<file path="config.mk">
export PLATFORM = sky130hd
export DESIGN_NAME = pipe_alu
export DESIGN_NICKNAME = d
export VERILOG_FILES = /design/src/rtl/pipe_alu.sv
export SDC_FILE = /design/constraint.sdc
export NUM_CORES = 1
export LEC_CHECK = 0
export ABC_AREA = 1
export CAP_MARGIN = 25
export CORE_MARGIN = 2
export CORE_UTILIZATION = 60
export DETAILED_ROUTE_END_ITERATION = 7
export PLACE_DENSITY = 0.86
export SETUP_SLACK_MARGIN = 0.4
export SYNTH_ARGS = -nofsm -noshare
export SYNTH_HDL_FRONTEND = slang
export SYNTH_SLANG_ARGS = --single-unit
</file>
<file path="constraint.sdc">
create_clock -name clk -period 2.84 [get_ports clk]
set_input_delay 0.568 -clock clk [delete_from_list [all_inputs] [get_ports clk]]
set_output_delay 0.568 -clock clk [all_outputs]
set_load 0.05 [all_outputs]
</file>
<file path="src/rtl/pipe_alu.sv">
// rtl/pipe_alu.sv - two-stage valid/ready ALU pipeline with sticky overflow (option: ALU_SAT_EN)
module pipe_alu #(
  parameter int WIDTH = 8,
  parameter int SHW   = $clog2(WIDTH) + 1
) (
  input  logic             clk,
  input  logic             reset,
  input  logic             in_valid,
  output logic             in_ready,
  input  logic [2:0]       opcode,
  input  logic [WIDTH-1:0] in1,
  input  logic [WIDTH-1:0] in2,
  output logic             out_valid,
  input  logic             out_ready,
  output logic [WIDTH-1:0] result,
  output logic             overflow,
  output logic             ovf_sticky,
  input  logic             clr_ovf
);

  typedef enum logic [2:0] {
    OP_NOP  = 3'd0,
    OP_AND  = 3'd1,
    OP_OR   = 3'd2,
    OP_XOR  = 3'd3,
    OP_ADD  = 3'd4,
    OP_SUB  = 3'd5,
    OP_SLLI = 3'd6,
    OP_SRLI = 3'd7
  } op_t;

  localparam int MSB = WIDTH - 1;

`ifdef ALU_SAT_EN
  localparam logic [WIDTH-1:0] SAT_MAX = {1'b0, {(WIDTH-1){1'b1}}};
  localparam logic [WIDTH-1:0] SAT_MIN = {1'b1, {(WIDTH-1){1'b0}}};
`endif

  // Stage 1: captured operands
  logic             r_s1_valid;
  op_t              r_s1_op;
  logic [WIDTH-1:0] r_s1_a;
  logic [WIDTH-1:0] r_s1_b;

  // Stage 2: registered result, which is also the output beat
  logic             r_s2_valid;
  logic [WIDTH-1:0] r_result;
  logic             r_overflow;
  logic             r_sticky;

  logic             w_s2_ready;
  logic             w_s1_ready;
  logic [WIDTH-1:0] w_sum;
  logic [WIDTH-1:0] w_diff;
  logic [SHW-1:0]   w_shamt;
  logic             w_shift_big;
  logic [WIDTH-1:0] w_res;
  logic             w_ovf;

  // Handshake: a stage may load when it is empty or the stage after it is moving
  assign w_s2_ready = !r_s2_valid || out_ready;
  assign w_s1_ready = !r_s1_valid || w_s2_ready;
  assign in_ready   = !reset && w_s1_ready;

  assign out_valid  = r_s2_valid;
  assign result     = r_result;
  assign overflow   = r_overflow;
  assign ovf_sticky = r_sticky;

  assign w_sum       = r_s1_a + r_s1_b;
  assign w_diff      = r_s1_a - r_s1_b;
  assign w_shamt     = r_s1_b[SHW-1:0];
  // The shift field can encode amounts past the operand width; those clear the result
  assign w_shift_big = ({{(32-SHW){1'b0}}, w_shamt} >= 32'(WIDTH));

  // Operation decode and signed-overflow detection on the stage-1 operands
  always_comb begin
    w_res = '0;
    w_ovf = 1'b0;
    case (r_s1_op)
      OP_AND:  w_res = r_s1_a & r_s1_b;
      OP_OR:   w_res = r_s1_a | r_s1_b;
      OP_XOR:  w_res = r_s1_a ^ r_s1_b;
      OP_ADD: begin
        w_res = w_sum;
        w_ovf = (r_s1_a[MSB] == r_s1_b[MSB]) && (w_sum[MSB] != r_s1_a[MSB]);
      end
      OP_SUB: begin
        w_res = w_diff;
        w_ovf = (r_s1_a[MSB] != r_s1_b[MSB]) && (w_diff[MSB] != r_s1_a[MSB]);
      end
      OP_SLLI: w_res = w_shift_big ? '0 : (r_s1_a << w_shamt);
      OP_SRLI: w_res = w_shift_big ? '0 : (r_s1_a >> w_shamt);
      default: w_res = '0;
    endcase
`ifdef ALU_SAT_EN
    // On overflow the true result's sign matches operand A, so A picks the rail
    if (w_ovf) begin
      w_res = r_s1_a[MSB] ? SAT_MIN : SAT_MAX;
    end
`endif
  end

  // Stage 1 register: load a new beat (or a bubble) whenever stage 1 can advance
  always_ff @(posedge clk) begin
    if (reset) begin
      r_s1_valid <= 1'b0;
      r_s1_op    <= OP_NOP;
      r_s1_a     <= '0;
      r_s1_b     <= '0;
    end else if (w_s1_ready) begin
      r_s1_valid <= in_valid;
      if (in_valid) begin
        r_s1_op <= op_t'(opcode);
        r_s1_a  <= in1;
        r_s1_b  <= in2;
      end
    end
  end

  // Stage 2 register: result/overflow only change when a real beat moves in
  always_ff @(posedge clk) begin
    if (reset) begin
      r_s2_valid <= 1'b0;
      r_result   <= '0;
      r_overflow <= 1'b0;
    end else if (w_s2_ready) begin
      r_s2_valid <= r_s1_valid;
      if (r_s1_valid) begin
        r_result   <= w_res;
        r_overflow <= w_ovf;
      end
    end
  end

  // Sticky overflow: an overflowing output transfer wins over a same-cycle clear
  always_ff @(posedge clk) begin
    if (reset) begin
      r_sticky <= 1'b0;
    end else if (r_s2_valid && out_ready && r_overflow) begin
      r_sticky <= 1'b1;
    end else if (clr_ovf) begin
      r_sticky <= 1'b0;
    end
  end

endmodule

</file>
# After elaboration in Yosys (flattened, before gate mapping)

Cells that the tools add are included.

Register bits: 31
Input bits: 24
Output and inout bits: 12

Multiplexer cells: 6
Shift operators: 2
Bitwise operators: 3
Reduce and logical (&&, ||, !) cells: 13
$lt $le $gt $ge: 1
Add/subtract/negate cells: 2
Equal/unequal tests: 11

Operator list:

| operator                                             | count |
|---|---|
| case mux 8 bit (7 select lines)                      | 1 |
| 2-to-1 mux 8 bit                                     | 2 |
| equality test 3 bit (second input constant)          | 4 |
| adder 8 bit                                          | 1 |
| bitwise AND 8 bit                                    | 1 |
| OR 8 bit                                             | 1 |
| << shifter 8 x 4 -> 8 bit                            | 1 |
| right shift 8 x 4 -> 8 bit                           | 1 |
| subtractor 8 bit                                     | 1 |
| bitwise XOR 8 bit                                    | 1 |
| equality test 3 x 2 -> 1 bit (second input constant) | 2 |
| logical AND 1 bit                                    | 5 |
| >= comparator 4 bit (second input constant)          | 1 |
| AND reduction 2 bit                                  | 2 |
| equality test 3 x 1 -> 1 bit (second input constant) | 1 |
| zero test 1 bit                                      | 3 |
| inequality test 1 bit                                | 3 |
| logical OR 1 bit                                     | 2 |
| 2-to-1 mux 1 bit                                     | 2 |
| case mux 1 bit (2 select lines)                      | 1 |
| nonzero test 2 bit                                   | 1 |
| equality test 1 bit                                  | 1 |

# Logic depth before layout (Yosys ltp)

Depth in word-level cells: 4
Depth in mapped cells: 14

# Worst setup path after synthesis

Ideal clock, no wire load.

Path type: register to register
Start point: reg r_s1_b[1]
End point: reg r_overflow (netlist: overflow)
Clock period less this slack: 1.886 ns
Arrival: 1.831 ns
Required time: 2.784 ns
Buffers on the path: 1
Path slack: 0.954 ns
Stages on the path, launching flop included: 14
Cells stage by stage: dfxtp_1 -> inv_2 -> buf_2 -> ha_1 -> nor2_1 -> nand2_1 -> nand2_1 -> nand2_1 -> nand2_1 -> xor2_1 -> nand3_1 -> nand3_1 -> nand2_1 -> inv_1

Longest elaborated chain between the ends: 4

RTL lines:

| element                                                | line   | text |
|---|---|---|
| start: declaration                                     | 43     | `logic [WIDTH-1:0] r_s1_b;` |
| start signal: assignment                               | 116    | `r_s1_b <= in2;` |
| subtractor 8 bit / adder 8 bit (equally long branches) | 71, 70 |  |
| inequality test 1 bit (on tied branches)               | 90, 86 |  |
| logical AND 1 bit (on tied branches)                   | 90, 86 |  |
| case mux 1 bit (2 select lines) *                      | 80     | `case (r_s1_op)` |
| end signal: assignment                                 | 131    | `r_overflow <= w_ovf;` |
| end: declaration                                       | 48     | `logic r_overflow;` |

Mark *: on every way between the ends. The rest lies on a longest branch, timed or not.
A chain may end at the register's enable or synchronous reset.

# Worst setup path in the final report

Start point: reg r_s1_a[4]
End point: reg r_result[7] (netlist: result[7])

Longest elaborated chain between the ends: 3

RTL lines:

| element                                                                  | line | text |
|---|---|---|
| start: declaration                                                       | 42   | `logic [WIDTH-1:0] r_s1_a;` |
| start signal: assignment                                                 | 115  | `r_s1_a <= in1;` |
| parallel branches: the longest is 2 deep, another holds subtractor 8 bit | n/a  |  |
| case mux 8 bit (7 select lines) *                                        | 80   |  |
| end signal: assignment                                                   | 130  | `r_result <= w_res;` |
| end: declaration                                                         | 47   | `logic [WIDTH-1:0] r_result;` |

Every way passes the cells marked *.

==> metrics.txt <==
status completed; sinks on the clock net 31; Rows 24; Setup Fix Bufs, Post-CTS 0; worst path required time roughly 3.1 ns; Post-DP HPWL slightly above 6 mm; Startpoint Class flip-flop; first-pass GRT wire length ~13 mm; Die ar. about 5000 um^2; Max Cap Viol 0; DR vias/cell roughly 5.8; Tcrit/Tclk final 75.3%; fin nets ~520; CTS tree built; DRT Pass-1 Iters 5; die height between 70 and 80 um; share of cells above drive strength 1 6.14%; wire length per cell 15.0 um; clk slew on worst S/H paths 0.07 ns; f_max ~470 MHz; routed wire length approximately 7.9 mm; Mapped Area approximately 2700 um^2; CTS root buf clkbuf_8; Clock Skew ~0.0045 ns; Syn-to-layout area delta 18.5%; total CTS buffers 5; top-count cell post-synth nand2_1; peak fanout along the critical path 10; class of the worst hold path flip-flop to flip-flop; # IOs 36; ant diodes 0; clk_lat worst skew about 0.3 ns; Yosys warnings 0; routability congestion estimate ~0.94; syn_nets around 490; largest net degree at the start of global routing 20; sequential share of the synthesized area a little under a quarter; WP data arrival 2.36 ns; flop-to-flop setup slack roughly 0.70 ns; chip width 70.9 um; Starting Density roughly 62%; number of flops mapped to enable cells by yosys 0; hold_ws roughly 0.46 ns; CTS max path bufs 2; 1st-iter DRT viols 286; vias in the first global route between 2000 and 3000; CP Capture Type flip-flop; Syn Area/Cell roughly 6.1 um^2; top post-synthesis cells by count nand2_1, nand3_1, a21oi_1; CP max-delay cell ha_1; Sum Neg Setup Slack 0 ns; post-synth cell types 30; Cell Chain, Critical Path inv_1, ha_1, inv_1, nand2_1, nand2_1, a21oi_1, nand2_1, nand2_1, nand3_1, nand3_1, nand2_1, a21oi_1; Yosys reg bits 31; Remaining DRCs 0; post-synth top area share between 20% and 30%; Gate Count Post-Synth between 400 and 500; final hold vios 0; post-synthesis async set-or-reset flop share 0%; endpoints failing setup 0; CP Class flip-flop to flip-flop; Max-slew headroom 66.2%; Critical Path Max Stage Delay 0.51 ns; Routed Antenna Nets 0; htree depth 2; shortest period the worst path allows between 2 and 2.5 ns; leakage about 0.0015 uW; Tot GR Track Use between 30% and 40%; RSZ-0062 raised after global routing false; initial antenna violation count 0; core box area between 4000 and 5000 um^2; Synth area leader dfxtp_1; Main synth FF type dfxtp_1; Slew Viols, Final 0; DR vias approximately 3000; Pwr Density 424 nW/um^2; PortBufs 35; Area contributors post-synth dfxtp_1, nand2_1, ha_1, nand3_1, a21oi_1; Worst-Margin Slew slightly above 0.5 ns; CP most frequent cell nand2_1; Max VDD drop between 0.3 and 0.4 mV; grt ovf 0
[cell families (layout without fill, tap and decap cells)]
family	Yosys count	count (layout)	share of synthesized area, %
buffers and inverters	66	99	10.2
xor gates and xnor gates	3	3	0.980
DFF	31	31	23.1
and+or+nand+nor	231	231	37.0
adders and majority gates	26	26	12.7
AOI/OAI and AO/OA	82	82	16.0
[cell type report]
class                   instances  area [um^2]
fillers                       373         1150
repair buffers                 41          405
well taps                      52         65.1
multi-input cells             342         1790
clock inverters                 1         7.51
clock buffers                   7         96.3
inverters                      50          190
flip-flops and latches         31          622
[through the flow]
stage / util, % / cell area (um^2) / power [uW] / cells / setup WS (ns)
floorplan: - / 2680 / 807 / 439 / 0.954
global placement: 71.0 / 3070 / 927 / 516 / 0.740
detailed placement: 71.0 / 3070 / 939 / 516 / 0.629
CTS: 73.4 / 3170 / 1340 / 524 / 0.608
global route: 73.5 / 3180 / 1420 / 524 / 0.494
finish: 73.5 / 3180 / 1350 / 524 / 0.702
[layout by cell type (no fill, tap or decap)]
| master | netlist | final |
|---|---|---|
| nand2_1 | 128 | 128 |
| nand3_1 | 57 | 57 |
| a21oi_1 | 45 | 45 |
| inv_1 | 43 | 43 |
| clkdlybuf4s50_1 | 0 | 34 |
| dfxtp_1 | 31 | 30 |
| nor2_1 | 28 | 28 |
| o21ai_0 | 23 | 23 |
| ha_1 | 24 | 23 |
| clkbuf_8 | 0 | 7 |
| buf_4 | 4 | 6 |
| o211ai_1 | 5 | 5 |
| o21ai_1 | 5 | 5 |
| inv_2 | 4 | 4 |
| nor2_2 | 4 | 4 |
| nand4_1 | 4 | 4 |
| o22ai_1 | 3 | 3 |
| nor3_1 | 3 | 3 |
| clkinv_1 | 2 | 2 |
| xor2_1 | 2 | 2 |
| nor3_2 | 2 | 2 |
| and2_1 | 2 | 2 |
| fa_1 | 2 | 2 |
| inv_4 | 1 | 1 |
| nor2_4 | 1 | 1 |
| xnor2_1 | 1 | 1 |
| a22oi_1 | 1 | 1 |
| or2_1 | 1 | 1 |
| nand3b_1 | 1 | 1 |
| ha_2 | 0 | 1 |
| clkinvlp_4 | 0 | 1 |
| buf_12 | 0 | 1 |
| dfxtp_2 | 0 | 1 |
[what timing repair did]
| item | CTS | global route |
|---|---|---|
| endpoints found under the setup margin | 0 | 2 |
| hold buffers | 0 | 0 |
| resized for setup | 0 | 2 |
[sequential cells by signal, summed over array words and instances (netlist names)]
register,count
r_s1_b,8
out_valid,1
result,8
ovf_sticky,1
r_s1_op,3
overflow,1
r_s1_a,8
r_s1_valid,1
[power by group]
group / switching, uW / internal, uW / total [uW]
registers: 37.2 / 462 / 499
clock network: 186 / 220 / 406
logic: 281 / 163 / 443
total: 504 / 845 / 1350
[worst max-delay path: cells and delay by family, from the launching register on]
kind                       cells  cell delay, ns
buffers and inverters          2            0.21
adders and majority gates      1            0.51
and+or+nand+nor                7            0.56
DFF                            1            0.45
AOI/OAI and AO/OA              2            0.35
[layer usage]
metal	vias to the layer above	GRT usage, %	wire length, um
met3	28	8.40	642
met5	-	0	0
met4	0	17.4	248
met1	1379	39.3	3250
li1	1492	-	-
met2	150	53.5	3750
[final timing paths]
check	startpoint	to	cells past startpoint
setup / recovery	r_s1_a[4]	result[7]	12
hold / removal	result[1]	result[1]	2
setup reg to reg	r_s1_a[4]	result[7]	12
hold reg to reg	result[1]	result[1]	2
No activity file was read; power rests on OpenSTA's default activity.
